### config.mk
export PLATFORM = sky130hd
export DESIGN_NAME = log2_histogram
export DESIGN_NICKNAME = d
export VERILOG_FILES = /design/src/rtl/log2_histogram_pkg.sv /design/src/rtl/log2_hist_bins.sv /design/src/rtl/log2_histogram.sv
export SDC_FILE = /design/constraint.sdc
export NUM_CORES = 1
export LEC_CHECK = 0
export ABC_AREA = 1
export CORE_MARGIN = 4
export CORE_UTILIZATION = 55
export CTS_CLUSTER_DIAMETER = 200
export CTS_CLUSTER_SIZE = 10
export DETAILED_ROUTE_END_ITERATION = 6
export PLACE_DENSITY = 0.77
export SLEW_MARGIN = 20
export SYNTH_ARGS = -nofsm -noshare
export SYNTH_HDL_FRONTEND = slang
export SYNTH_SLANG_ARGS = --single-unit
### constraint.sdc
create_clock -name clk -period 3 [get_ports clk]
set_input_delay 0.6 -clock clk [delete_from_list [all_inputs] [get_ports clk]]
set_output_delay 0.6 -clock clk [all_outputs]
set_load 0.02 [all_outputs]
### src/rtl/log2_histogram_pkg.sv
// Shared types and sizing for the log2 histogram.
package log2_histogram_pkg;

    localparam int unsigned NUM_BINS  = 8;
    localparam int unsigned BIN_IDX_W = 3;

    typedef enum logic [1:0] {
        ACCUM = 2'd0,
        DUMP  = 2'd1,
        CLEAR = 2'd2
    } state_e;

endpackage

### src/rtl/log2_hist_bins.sv
// Bin register file: increment, wrap or saturate, sticky overflow, bulk clear.
// LOG2_HIST_SAT_EN defined: bins hold at all-ones; undefined: bins wrap to 0.
module log2_hist_bins
    import log2_histogram_pkg::*;
#(
    parameter int unsigned CNT_W = 16
) (
    input  logic                 clk,
    input  logic                 rst,
    input  logic                 inc_en,
    input  logic [BIN_IDX_W-1:0] inc_idx,
    input  logic                 clr,
    input  logic [BIN_IDX_W-1:0] rd_idx,
    output logic [CNT_W-1:0]     rd_count,
    output logic                 ovf
);

    localparam logic [CNT_W-1:0] CNT_MAX = '1;

    logic [CNT_W-1:0] bins_q [NUM_BINS];
    logic [CNT_W-1:0] bins_d [NUM_BINS];
    logic             ovf_q;
    logic             ovf_d;

    always_comb begin
        bins_d = bins_q;
        ovf_d  = ovf_q;
        if (clr) begin
            bins_d = '{default: '0};
            ovf_d  = 1'b0;
        end else if (inc_en) begin
`ifdef LOG2_HIST_SAT_EN
            if (bins_q[inc_idx] != CNT_MAX) begin
                bins_d[inc_idx] = bins_q[inc_idx] + CNT_W'(1);
            end
`else
            bins_d[inc_idx] = bins_q[inc_idx] + CNT_W'(1);
`endif
            // Flag the hit that lands a bin on all-ones.
            if (bins_q[inc_idx] == CNT_MAX - CNT_W'(1)) begin
                ovf_d = 1'b1;
            end
        end
    end

    always_ff @(posedge clk) begin
        if (rst) begin
            bins_q <= '{default: '0};
            ovf_q  <= 1'b0;
        end else begin
            bins_q <= bins_d;
            ovf_q  <= ovf_d;
        end
    end

    assign rd_count = bins_q[rd_idx];
    assign ovf      = ovf_q;

endmodule

### src/rtl/log2_histogram.sv
// Log2 histogram: accumulates samples into 8 bins, then reads out and clears them.
// Build option LOG2_HIST_SAT_EN makes bins saturate instead of wrapping.
module log2_histogram
    import log2_histogram_pkg::*;
#(
    parameter int unsigned CNT_W = 16
) (
    input  logic                 clk,
    input  logic                 rst,
    input  logic                 in_valid,
    output logic                 in_ready,
    input  logic [BIN_IDX_W-1:0] log_in,
    input  logic                 dump_req,
    output logic                 out_valid,
    input  logic                 out_ready,
    output logic [BIN_IDX_W-1:0] out_bin,
    output logic [CNT_W-1:0]     out_count,
    output logic                 out_last,
    output logic                 ovf
);

    localparam logic [BIN_IDX_W-1:0] LAST_IDX = BIN_IDX_W'(NUM_BINS - 1);

    state_e               state_q;
    state_e               state_d;
    logic [BIN_IDX_W-1:0] idx_q;
    logic [BIN_IDX_W-1:0] idx_d;
    logic                 inc_en;
    logic                 clr;

    always_comb begin
        state_d = state_q;
        idx_d   = idx_q;
        case (state_q)
            ACCUM: begin
                if (dump_req) begin
                    state_d = DUMP;
                    idx_d   = '0;
                end
            end
            DUMP: begin
                if (out_ready) begin
                    idx_d = idx_q + BIN_IDX_W'(1);
                    if (idx_q == LAST_IDX) begin
                        state_d = CLEAR;
                    end
                end
            end
            CLEAR: begin
                state_d = ACCUM;
                idx_d   = '0;
            end
            default: begin
                state_d = ACCUM;
                idx_d   = '0;
            end
        endcase
    end

    always_ff @(posedge clk) begin
        if (rst) begin
            state_q <= ACCUM;
            idx_q   <= '0;
        end else begin
            state_q <= state_d;
            idx_q   <= idx_d;
        end
    end

    // Handshake outputs decode straight from the state flop.
    assign in_ready  = (state_q == ACCUM);
    assign out_valid = (state_q == DUMP);
    assign out_last  = out_valid && (idx_q == LAST_IDX);
    assign out_bin   = idx_q;
    assign inc_en    = in_valid && in_ready;
    assign clr       = (state_q == CLEAR);

    log2_hist_bins #(
        .CNT_W (CNT_W)
    ) u_bins (
        .clk      (clk),
        .rst      (rst),
        .inc_en   (inc_en),
        .inc_idx  (log_in),
        .clr      (clr),
        .rd_idx   (idx_q),
        .rd_count (out_count),
        .ovf      (ovf)
    );

endmodule

==> flow_metrics.py, run 1 <==
metrics = {
    "critical_path": {
        "worstSetupStartpointType": "flip-flop",
        "critPathCaptureType": "output pin",
        "criticalPathCategory": "reg -> out",
        "timing.critical_path.required_ps": 2400,
        "crit_fanout": 30,
        "worst_reg2reg_startpoint": "state_q[1]",
        "worst-r2r-setup-slack_ps": 810,
        "worstPathArrival_ps": 2320,
        "critical_path.reg2reg.endpoint": "u_bins.bins_q[98]",
        "timing.reg2reg.worst_path_depth": 7,
    },
    "pwr": {
        "cell_internal_pwr_mw": 3.40,
        "leakage_nw": 4.69,
        "power.sequential.fraction_pct": 39.3,
        "post-layout-total-power_mw": 4.77,
        "share_clk_of_total_power_pct": 41.4,
        "ir_drop_v": 0.000463,
        "swShare_pct": 28.8,
        "power.net_switching_mw": 1.37,
        "power_density_nw_per_um2": 511,
        "combinational_power_share_pct": 19.2,
    },
    "clocking": {
        "clock_tree_from_tritoncts": "built",
        "cts-htree-levels": 4,
        "max-clock-path-buffers": 2,
        "holdBufCountCts": 0,
        "clock_sink_count": 134,
        "tritoncts.num_buffers": 17,
        "setup_fix_bufs_post_cts": 0,
        "worst_skew_pair.late_latency_ps": 430,
        "clk_transition_reported_paths_ps": 50,
        "cts.root.buffer_cell": "sky130_fd_sc_hd__clkbuf_16",
    },
    "placed_design": {
        "place.gp.congestion": 0.929,
        "dp_slack_ps": -71.6,
        "place.port_buffers": 30,
        "placement.cell_area_sq_um": 8730,
        "hpwl_um": 15900,
        "dp_cells": 1498,
    },
    "hold_path": {
        "min-delay-start": "u_bins.ovf",
        "worstHoldPathType": "reg -> reg",
        "min_delay_worst_endpoint": "u_bins.ovf",
        "hold-path-cell-count": 2,
    },
    "floorplan": {
        "chip_width_um": 129,
        "initial_core_util_pct": 55.9,
        "die_h_um": 129,
        "rows": 44,
        "design.core.area_sq_um": 14500,
        "die_area_sq_um": 16700,
        "ios": 31,
    },
    "logic_synthesis": {
        "multiplexer_share_of_the_synthesized_area_pct": 0,
        "portion_of_the_post_synthesis_area_used_by_sequential_elements_pct": 33.1,
        "post_synth_arst_share_pct": 0,
        "synth_adder_area_share_pct": 0.618,
        "synthesis.yosys.warnings": 0,
        "synth_cell_type_count": 38,
        "post_synth_xor_area_fraction_pct": 1.07,
        "postSynthNetCount": 1321,
        "syn_area_sq_um": 8090,
        "synth-compound-area-share_pct": 22.6,
        "dominant_combinational_cell_family_by_area_after_synthesis": "simple AND/OR/NAND/NOR gates",
        "synthFlopType": "sky130_fd_sc_hd__dfxtp_1",
        "synth-simple-area-share_pct": 27.3,
        "synth_area_per_cell_sq_um": 6.18,
        "yosys_register_bits": 134,
        "synth_cells": 1309,
        "synth_enable_flop_cells": 0,
    },
    "routing": {
        "drc": 0,
        "wl_per_cell_um": 16.4,
        "initial_drt_markers": 1097,
        "detail-route-antenna-nets": 0,
        "drt-vias-per-instance": 5.62,
        "detailroute.via_count": 8587,
        "drt_pass1_iterations": 6,
        "drt_wl_total_um": 25100,
    },
    "finish": {
        "post-route-cell-area_sq_um": 9330,
        "n_antenna_cell": 0,
        "share_of_final_layout_standard_cells_stronger_than_drive_strength_1_pct": 9.30,
        "fin_util_pct": 64.5,
        "final_nets": 1346,
        "final_cells": 1528,
        "layout-area-overhead-vs-synth_pct": 15.3,
        "fillerInstances": 1357,
    },
    "timing": {
        "holdWs_ps": 454,
        "worst_pin_slew_ps": 1050,
        "worst_clock_skew_ps": 10.6,
        "fin_crit_ps": 2920,
        "report.final.setup_viol": 0,
        "final_critical_path_setup_slack_ps": 81.6,
        "relSlewSlack_pct": 29.7,
        "final_max_slew_viol_count": 0,
        "post-route-period-util_pct": 97.3,
        "clock.fmax_mhz": 343,
        "grt_setup_unrepaired": "false",
        "finalHoldViolations": 0,
        "timing.setup.tns_ps": 0,
    },
    "global_route": {
        "grt_remaining_overflow": 0,
        "grt_util_all_layers_pct": 30.8,
        "global_route_wire_length_before_repair_um": 40500,
        "grt_max_degree": 106,
        "number_of_global_route_vias_before_repair": 7853,
        "antenna_found_initial": 0,
    },
    "run": {
        "max_cap_violations": 0,
    },
    "outcome": {
        "outcome": "completed",
    },
}
## worst max-delay path, cell delays in order, from the launching register on
cell and delay (ps):
sky130_fd_sc_hd__dfxtp_2 450, sky130_fd_sc_hd__inv_6 150, sky130_fd_sc_hd__buf_4 210, sky130_fd_sc_hd__a21oi_1 110, sky130_fd_sc_hd__o21ai_0 90, sky130_fd_sc_hd__a31oi_1 220, sky130_fd_sc_hd__clkdlybuf4s50_1 650
## Yosys cell counts (all sizes together) (10+ instances only)
master	instances	area share, %
a21oi	159	9.8
clkbuf	46	2.1
dfxtp	134	33
a31oi	17	1.3
buf	28	2.0
inv	232	11
nor2	92	5.1
nand2	322	16
nand3	75	5.0
nand4	10	1.4
a221oi	11	1.2
o21ai	157	9.7
## area by class of cell
cell class	instances	area [sq um]	share of cell area, %
clock buffers	25	505	5.42
clock inverters	4	45.0	0.483
inverters	238	901	9.65
multi-input cells	863	4180	44.8
flip-flops and latches	134	2680	28.8
well taps	184	230	2.47
repair buffers	80	791	8.47
## power by group through the flow
stage	Clock [mW]	Sequential (mW)	Combinational, mW
after floorplan	0	1.91	0.552
after global placement	0	1.91	0.873
after detailed placement	0	1.91	0.880
after CTS	1.99	1.87	0.904
after global routing	2.09	1.88	0.997
final	1.98	1.87	0.917
## cell families after synthesis
group,Yosys count
compound gates,351
simple gates,502
xor+xnor,6
buf+inv,312
flops,134
fa+ha+maj,4
## timing repair
action | in CTS | in global routing
gates cloned | 1 | 0
endpoints found under the setup margin | 8 | 8
gates resized for setup | 1 | 9
## worst max path at each step
| stage | start | cells after the start | slack (ps) | endpoint |
|---|---|---|---|---|
| 4_1_cts | out_bin[0] | 6 | 30 | out_count[0] |
| 5_1_grt | out_bin[0] | 6 | 3 | out_count[8] |
| 2_1_floorplan | log_in[0] | 17 | 390 | u_bins.bins_q[106] |
| 3_3_place_gp | log_in[2] | 15 | 60 | u_bins.bins_q[106] |
| 3_5_place_dp | log_in[2] | 15 | -70 | u_bins.bins_q[106] |
| 6_report | out_bin[0] | 6 | 80 | out_count[8] |
## routing by layer
metal | GRT usage (%) | wire, um
met1 | 41.0 | 10400
met2 | 47.4 | 11200
met3 | 7.87 | 2600
met4 | 13.0 | 885
met5 | 0 | 0
## state kept, by name, summed over array words and instances, names as in the netlist
signal	count
u_bins.bins_q	128
out_bin	3
state_q	2
u_bins.ovf	1
## cells in the final DEF, fill, tap and decap left out, drive strengths merged, types with 10 or more instances in the layout
cell type	instances
buf	50
inv	233
nand3	75
nor2	92
clkdlybuf4s50	21
a31oi	17
nand4	10
o21ai	157
a221oi	11
clkbuf	25
a21oi	159
nand2	322
dfxtp	134
No activity file was read; power rests on OpenSTA's default activity.
==> inputs of run 2 (changes only) <==
--- a/config.mk
+++ b/config.mk
@@ -6,7 +6,8 @@
 export NUM_CORES = 1
 export LEC_CHECK = 0
 export ABC_AREA = 1
-export CORE_MARGIN = 4
+export ABC_CLOCK_PERIOD_IN_PS = 3650
+export CORE_MARGIN = 3
 export CORE_UTILIZATION = 55
 export CTS_CLUSTER_DIAMETER = 200
 export CTS_CLUSTER_SIZE = 10
==> constraint.sdc (replaced) <==
create_clock -name clk -period 3.65 [get_ports clk]
set_input_delay 0.73 -clock clk [delete_from_list [all_inputs] [get_ports clk]]
set_output_delay 0.73 -clock clk [all_outputs]
set_load 0.02 [all_outputs]
==> flow_metrics.py, run 2 (synthesis gave the netlist of run 1 again) <==
metrics = {
    "clocking": {
        "clock_tree_from_tritoncts": "built",
        "cts-htree-levels": 4,
        "cts.root.buffer_cell": "sky130_fd_sc_hd__clkbuf_16",
        "max-clock-path-buffers": 2,
        "tritoncts.num_buffers": 17,
        "clock_sink_count": 134,
        "worst_skew_pair.late_latency_ps": 430,
        "setup_fix_bufs_post_cts": 0,
        "clk_transition_reported_paths_ps": 60,
    },
    "timing": {
        "post-route-period-util_pct": 95.7,
        "fin_crit_ps": 3490,
        "finalHoldViolations": 0,
        "relSlewSlack_pct": 30.7,
        "report.final.setup_viol": 0,
        "grt_setup_unrepaired": "true",
        "worst_clock_skew_ps": 11.9,
        "final_max_slew_viol_count": 0,
        "timing.setup.tns_ps": 0,
        "clock.fmax_mhz": 286,
        "worst_pin_slew_ps": 1040,
    },
    "routing": {
        "detailroute.via_count": 8415,
        "initial_drt_markers": 1211,
        "detail-route-antenna-nets": 0,
        "drt-vias-per-instance": 5.57,
        "drc": 0,
        "drt_wl_total_um": 24300,
        "drt_pass1_iterations": 5,
        "wl_per_cell_um": 16.1,
    },
    "critical_path": {
        "critPathBufInv": 2,
        "critPathCaptureType": "output pin",
        "criticalPathCategory": "reg -> out",
        "crit_path_max_incr_delay_ps": 670,
        "worstSetupStartpointType": "flip-flop",
        "worstPathArrival_ps": 2760,
        "crit_fanout": 48,
        "crit_path_cell_trace": "inv_2, o21ai_0, o22ai_1, nor2_1, a31oi_1, clkdlybuf4s50_1",
        "worst_path_dominant_cell_family": "buffers and inverters",
        "timing.critical_path.required_ps": 2920,
        "crit_slowest_cell": "sky130_fd_sc_hd__inv_2",
    },
    "pwr": {
        "combinational_power_share_pct": 18.4,
        "leakage_nw": 4.46,
        "power.sequential.fraction_pct": 40.0,
        "power.net_switching_mw": 1.14,
        "post-layout-total-power_mw": 3.85,
        "cell_internal_pwr_mw": 2.71,
        "swShare_pct": 29.6,
        "power_density_nw_per_um2": 424,
        "share_clk_of_total_power_pct": 41.6,
        "ir_drop_v": 0.000335,
    },
    "global_route": {
        "grt_remaining_overflow": 0,
        "global_route_wire_length_before_repair_um": 38900,
        "globalRouteMet2Util_pct": 45.6,
        "grt.busiest_layer": "met2",
        "grt_util_all_layers_pct": 30.2,
        "number_of_global_route_vias_before_repair": 7425,
        "antenna_found_initial": 0,
        "grtUsageMet1_pct": 41.4,
        "met3_layer_usage_reported_by_global_route_pct": 7.27,
        "grt_max_degree": 78,
    },
    "finish": {
        "register_name_with_the_most_flops": "u_bins.bins_q",
        "share_of_final_layout_standard_cells_stronger_than_drive_strength_1_pct": 8.41,
        "mostFrequentLayoutCells": "sky130_fd_sc_hd__nand2_1, sky130_fd_sc_hd__inv_1, sky130_fd_sc_hd__a21oi_1",
        "largest_register_ffs": 128,
        "n_antenna_cell": 0,
        "post-route-cell-area_sq_um": 9090,
        "fin_util_pct": 64.3,
        "layout-area-overhead-vs-synth_pct": 12.4,
        "final_nets": 1330,
        "mostFrequentLayoutCell": "sky130_fd_sc_hd__nand2_1",
    },
    "run": {
        "max_cap_violations": 0,
    },
    "placed_design": {
        "placement.cell_area_sq_um": 8550,
        "place.gp.congestion": 0.922,
        "hpwl_um": 15300,
        "place.port_buffers": 30,
    },
    "floorplan": {
        "ios": 31,
        "die_area_sq_um": 16200,
        "die_h_um": 127,
        "design.core.area_sq_um": 14100,
        "chip_width_um": 127,
        "initial_core_util_pct": 57.2,
        "rows": 43,
    },
    "hold_path": {
        "worstHoldPathType": "reg -> reg",
    },
    "outcome": {
        "outcome": "completed",
    },
}
-- run 2: timing repair --
| item | CTS | global route |
|---|---|---|
| endpoints found under the setup margin | 0 | 1 |
| gates resized for setup | 0 | 1 |
| hold buffers | 0 | 0 |
-- run 2: power by group through the flow --
stage | sequential [mW] | combinational, mW | clock, mW
finish | 1.54 | 0.709 | 1.60
global route | 1.54 | 0.771 | 1.68
CTS | 1.54 | 0.695 | 1.62
detailed placement | 1.57 | 0.690 | 0
global placement | 1.57 | 0.684 | 0
floorplan | 1.57 | 0.454 | 0
-- run 2: path summary, 6_finish.rpt --
kind | slack, ps | cells after the start | end | start
hold reg to reg | 450 | 2 | u_bins.ovf | u_bins.ovf
hold / removal | 450 | 2 | u_bins.ovf | u_bins.ovf
setup / recovery | 160 | 6 | out_count[0] | out_bin[0]
setup reg to reg | 1370 | 7 | u_bins.bins_q[16] | state_q[1]
-- run 2: layer usage --
layer,routed length [um],vias to the layer above
li1,-,4169
met3,2700,48
met2,10500,431
met4,654,0
met5,0,-
met1,10400,3767
-- run 2: area by class of cell --
type	instances	area, sq um
Fill cell	1329	5060
Multi-Input combinational cell	863	4180
Sequential cell	134	2680
Inverter	238	896
Timing Repair Buffer	64	567
Clock buffer	22	464
Tap cell	180	225
Clock inverter	10	80.1
-- run 2: through the flow --
| step | worst slack (ps) | hold WS (ps) | cells |
|---|---|---|---|
| final | 156 | 451 | 1511 |
| after global routing | -38.0 | 465 | 1511 |
| after CTS | 166 | 456 | 1511 |
| after detailed placement | 360 | 448 | 1479 |
| after global placement | 415 | 438 | 1479 |
| after floorplan | 912 | 444 | 1309 |
-- run 2: tightest hold or removal path, delay by kind of cell, from the launching register on --
kind,cells,cell delay (ps)
flops,1,300
compound gates,1,50
buf+inv,1,40
